==> config.mk <==
export PLATFORM = sky130hd
export DESIGN_NAME = inst_fetch
export DESIGN_NICKNAME = d
export VERILOG_FILES = /design/src/rtl/inst_fetch.sv
export SDC_FILE = /design/constraint.sdc
export NUM_CORES = 1
export LEC_CHECK = 0
export BUFFER_PORTS_ARGS = -buffer_cell sky130_fd_sc_hd__buf_2
export CAP_MARGIN = 40
export CORE_MARGIN = 3
export CORE_UTILIZATION = 45
export DETAILED_ROUTE_END_ITERATION = 10
export PLACE_DENSITY = 0.89
export REMOVE_ABC_BUFFERS = 1
export SYNTH_ARGS = -nofsm -noshare
export SYNTH_HDL_FRONTEND = slang
export SYNTH_SLANG_ARGS = --single-unit
==> constraint.sdc <==
create_clock -name clk -period 3.3 [get_ports clk]
set_clock_uncertainty 0.05 [all_clocks]
set_input_delay 0.825 -clock clk [delete_from_list [all_inputs] [get_ports clk]]
set_output_delay 0.825 -clock clk [all_outputs]
set_load 0.05 [all_outputs]
==> src/rtl/inst_fetch.sv <==
// Byte-serial instruction fetch: assembles a little-endian 32-bit word from four
// byte reads. Define ICACHE_EN to add a 32-entry direct-mapped instruction cache.
module inst_fetch (
  input  logic        clk,
  input  logic        rst,
  input  logic [31:0] pc_i,
  input  logic        ce_i,
  input  logic        pc_changed_i,
  input  logic        stall_i,
  input  logic        mem_grant_i,
  input  logic [7:0]  mem_data_i,
  output logic [31:0] mem_addr_o,
  output logic        mem_rd_o,
  output logic [31:0] inst_o,
  output logic [31:0] inst_pc_o,
  output logic        inst_valid_o,
  output logic [1:0]  halt_type_o
);

  typedef enum logic [2:0] {IDLE, RD0, RD1, RD2, RD3, RD4, OUT} state_t;

  state_t      state_q, state_d;
  logic [31:0] pc_q, pc_d;
  logic [31:0] inst_q, inst_d;
  logic        started_q, started_d;
  logic        gnt_q, gnt_d;
  logic        start;
  logic        cap_en;
  logic [1:0]  cap_idx;

`ifdef ICACHE_EN
  logic [31:0] cdata [32];
  logic [24:0] ctag  [32];
  logic [31:0] cvalid_q;
  logic        hit;
  logic        fill_we;

  assign hit = cvalid_q[pc_i[6:2]] && (ctag[pc_i[6:2]] == pc_i[31:7]);
`endif

  // Outside IDLE started_q is always 1, so only pc_changed_i can (re)start there.
  assign start = pc_changed_i | (ce_i & ~started_q);

  assign inst_o    = inst_q;
  assign inst_pc_o = pc_q;

  always_comb begin
    state_d      = state_q;
    pc_d         = pc_q;
    inst_d       = inst_q;
    started_d    = started_q;
    gnt_d        = 1'b0;
    cap_en       = 1'b0;
    cap_idx      = 2'd0;
    mem_rd_o     = 1'b0;
    mem_addr_o   = 32'd0;
    inst_valid_o = 1'b0;
    halt_type_o  = 2'b01;
`ifdef ICACHE_EN
    fill_we      = 1'b0;
`endif
    case (state_q)
      RD0: begin
        mem_rd_o   = 1'b1;
        mem_addr_o = pc_q;
        gnt_d      = mem_grant_i;
        if (mem_grant_i) state_d = RD1;
      end
      RD1: begin
        mem_rd_o   = 1'b1;
        mem_addr_o = pc_q + 32'd1;
        gnt_d      = mem_grant_i;
        cap_en     = gnt_q;
        cap_idx    = 2'd0;
        if (mem_grant_i) state_d = RD2;
      end
      RD2: begin
        mem_rd_o   = 1'b1;
        mem_addr_o = pc_q + 32'd2;
        gnt_d      = mem_grant_i;
        cap_en     = gnt_q;
        cap_idx    = 2'd1;
        if (mem_grant_i) state_d = RD3;
      end
      RD3: begin
        mem_rd_o   = 1'b1;
        mem_addr_o = pc_q + 32'd3;
        gnt_d      = mem_grant_i;
        cap_en     = gnt_q;
        cap_idx    = 2'd2;
        if (mem_grant_i) state_d = RD4;
      end
      RD4: begin
        cap_en  = gnt_q;
        cap_idx = 2'd3;
        state_d = OUT;
`ifdef ICACHE_EN
        fill_we = 1'b1;
`endif
      end
      OUT: begin
        inst_valid_o = 1'b1;
        halt_type_o  = stall_i ? 2'b10 : 2'b00;
        if (!stall_i) state_d = IDLE;
      end
      default: ;
    endcase

    // A byte arrives the cycle after its request was granted.
    if (cap_en) inst_d[{cap_idx, 3'b000} +: 8] = mem_data_i;

    // Restart wins over every other transition, including OUT -> IDLE.
    if (start) begin
      pc_d      = pc_i;
      started_d = 1'b1;
      state_d   = RD0;
      gnt_d     = 1'b0;
`ifdef ICACHE_EN
      fill_we   = 1'b0;
      if (hit) begin
        state_d = OUT;
        inst_d  = cdata[pc_i[6:2]];
      end
`endif
    end
  end

  always_ff @(posedge clk) begin
    if (rst) begin
      state_q   <= IDLE;
      pc_q      <= 32'd0;
      inst_q    <= 32'd0;
      started_q <= 1'b0;
      gnt_q     <= 1'b0;
    end else begin
      state_q   <= state_d;
      pc_q      <= pc_d;
      inst_q    <= inst_d;
      started_q <= started_d;
      gnt_q     <= gnt_d;
    end
  end

`ifdef ICACHE_EN
  always_ff @(posedge clk) begin
    if (rst) cvalid_q <= 32'd0;
    else if (fill_we) cvalid_q[pc_q[6:2]] <= 1'b1;
  end

  always_ff @(posedge clk) begin
    if (!rst && fill_we) begin
      cdata[pc_q[6:2]] <= inst_d;
      ctag[pc_q[6:2]]  <= pc_q[31:7];
    end
  end
`endif

endmodule

==> run metrics <==
drt pass-1 iters=6; DR vias/cell=6.347; IO Port Bufs=145; CTS HTree Levels=3; total track usage=29.02%; metal3 WL=1880 um; CP Data Arrival Time=2.72 ns; first-pass GRT wire length=23180 um; critical path class=reg -> out; maximum VDD drop=0.2820 mV; die height=99.84 um; Yosys cell types=62; Synth warnings=0; number of max-cap violations=0; Comb pwr share=24.4%; switching share of power=38.62%; initial antenna violation count=0; Psw=833.6 uW; Post-Layout Cell Count=819; Final setup viols=26; hold slack=0.4624 ns; Setup crit end kind=primary output; RSZ-0062 raised after global routing=true; n_diodes=0; CP Launch Type=flop; CP Max Fanout=3; Metal-1 WL=5726 um; CTS tree=built; sequential area share after synthesis=34.86%; FF+latch count, synth=69; detailed placement HPWL=10380 um; Worst-Margin Slew=0.7725 ns; GP Congestion=0.9775; Clk pwr share=33.0%; hold crit path type=reg -> reg; Remaining Overflow, GRT=0; register share of total power=42.6%; Final min period=3.594 ns; relative max-transition margin=48.50%; area grow syn2layout=52.07%; Slew Viols, Final=0; Cell Area, Synth=3963 um2; Hold Vio Cnt, Final=0; Worst Slack Setup Final=-0.2936 ns; uppermost layer routed=met4; drt wl/cell=20.01 um; Starting Density=47.28%; internal cell power=1325 uW; DRT iter0 DRCs=653; placed cells=775; Vias=5198; number of fill cells in the layout=597; ys flop type=dfxtp_1; Final #Nets=763; largest net degree at the start of global routing=40; Max clock buf depth=2; Setup Slack @ Placement=-0.2034 ns; number of global-route vias before repair=4769; PD cells=358.2 nW/um2; leading area contributor after synthesis=dfxtp_1; Die Wd=99.84 um; top cell type's share of synthesized area=34.86%; Post-synth ARST share=0%; Routed Antenna Nets=0; Post-synth EDFFs=0; row count=33; synth top area cells=dfxtp_1 35%, nand2_1 9.7%, a21oi_1 6.9%; Routed Wire Length=16390 um; leakage power=0.002623 uW; number of remaining DRC errors=0; Clk Tree Root Cell=clkbuf_8; TritonCTS Buffers=9; Top-Level Pins=146; Setup Total Neg Slack=-4.170 ns; die area=9968 um2; failing checks=negative setup slack; met2 wire length=7700 um; Max Fclk=278.3 MHz; core footprint=8382 um2; Post-DP Area=4956 um2; Mapped Cells=524; layout cells sized above 1=42.30%; status=finished, violations left; worst skew pair latency=0.36 ns; final instance area=6026 um2; Worst-path clk slew=0.09 ns; Req. time, crit path=2.42 ns; ratio of final minimum period to clock period=108.9%; Mean Syn Cell Area=7.562 um2; TritonCTS Sinks=69
what timing repair did:
| action | CTS | global route |
|---|---|---|
| cloned | 0 | 0 |
| endpoints found under the setup margin | 26 | 29 |
| setup buffers | 26 | 4 |
| pin swaps | 23 | 25 |
| hold buffers | 0 | 0 |
| resized for setup | 108 | 50 |
worst max-delay path: stages, from the launching register on:
cell and delay, ns:
dfxtp_2 0.33, nand2b_4 0.15, nor2_4 0.10, inv_2 0.06
fa_2 0.39, nand3b_1 0.25, buf_6 0.19, nor4_4 0.15
buf_4 0.17, a21oi_1 0.09, a21oi_1 0.16, a22oi_1 0.11
buf_4 0.20
through the flow:
stage                     total power [uW]  utilization, %
after floorplan                       1204               -
after global placement                1365           59.13
after detailed placement              1374           59.13
after CTS                             2114           68.71
after global routing                  2220           71.89
final                                 2158           71.89
sequential cells by signal, indices dropped and copies added, names as in the netlist:
name / cells
gnt_q: 1
state_q: 3
inst_pc_o: 32
started_q: 1
inst_o: 32
Yosys cell counts, types with 2 or more instances:
| library cell | instances |
|---|---|
| nand2_1 | 102 |
| dfxtp_1 | 69 |
| nor2_1 | 57 |
| a21oi_1 | 55 |
| a22oi_1 | 33 |
| clkbuf_1 | 23 |
| o21ai_0 | 21 |
| nand3_1 | 13 |
| inv_1 | 12 |
| nand4_1 | 12 |
| a31oi_1 | 11 |
| o211ai_1 | 11 |
| nor3_1 | 10 |
| buf_2 | 7 |
| ha_1 | 7 |
| nor4_1 | 6 |
| o31ai_1 | 6 |
| o22ai_1 | 5 |
| nand2b_1 | 4 |
| and2_1 | 3 |
| and3_1 | 3 |
| nand3_2 | 3 |
| nor2b_1 | 3 |
| o311ai_1 | 3 |
| a41oi_1 | 2 |
| buf_1 | 2 |
| nand2_4 | 2 |
| nor3_2 | 2 |
| nor3_4 | 2 |
| or2_2 | 2 |
| xor2_1 | 2 |
final cells by class:
| class | instances | area [um2] | area share [%] |
|---|---|---|---|
| Timing Repair Buffer | 208 | 1406 | 23.34 |
| Tap cell | 105 | 131.4 | 2.180 |
| Inverter | 12 | 45.04 | 0.7475 |
| Clock buffer | 9 | 123.9 | 2.056 |
| Sequential cell | 69 | 1389 | 23.05 |
| Multi-Input combinational cell | 409 | 2854 | 47.36 |
| Clock inverter | 7 | 76.32 | 1.267 |
placed cells by master, fill, tap and decap left out, drive strengths merged, types with 2 or more instances in the layout:
master,synthesis,routed
nand3,17,17
xor2,3,3
dfxtp,69,69
nand4,13,13
nor4b,2,2
a22oi,33,33
nand2b,4,4
and2,3,3
ha,7,7
a41oi,2,2
a31oi,11,11
o211ai,11,11
or2,2,2
o32ai,2,2
a21oi,55,55
nor4,8,8
and3,3,3
clkbuf,24,10
nand2,104,104
inv,12,18
nor3,14,14
buf,10,207
o21ai,21,21
nor2,57,57
nor2b,3,3
o31ai,6,6
xnor2,2,2
o311ai,3,3
o22ai,6,6
power by group through the flow:
stage	Clock, uW	Combinational, uW	Sequential, uW
after floorplan	0	192	1010
after global placement	0	443	921
after detailed placement	0	450	924
after CTS	716	489	909
after global routing	749	549	922
final	712	526	920
worst paths after layout:
path	slack, ns	startpoint	endpoint	cells after the start
worst max register to register	0.64	state_q[2]	inst_o[24]	10
worst min-delay path	0.46	inst_o[19]	inst_o[19]	2
worst min register to register	0.46	inst_o[19]	inst_o[19]	2
worst max-delay path	-0.29	state_q[1]	mem_addr_o[22]	12
layer usage:
| layer | up-vias | global-route usage [%] |
|---|---|---|
| li1 | 2265 | - |
| met1 | 2383 | 35.55 |
| met2 | 411 | 46.54 |
| met3 | 139 | 8.965 |
| met4 | 0 | 13.55 |
| met5 | - | 0 |
cells by family after synthesis:
family	Yosys count	share of synthesized area, %
buf+inv	46	4.799
mux	1	0.2526
fa+ha+maj	8	2.715
simple gates	232	28.67
xor+xnor	5	1.769
compound gates	163	26.93
flops	69	34.86
Power figures use the tool's default switching activity.
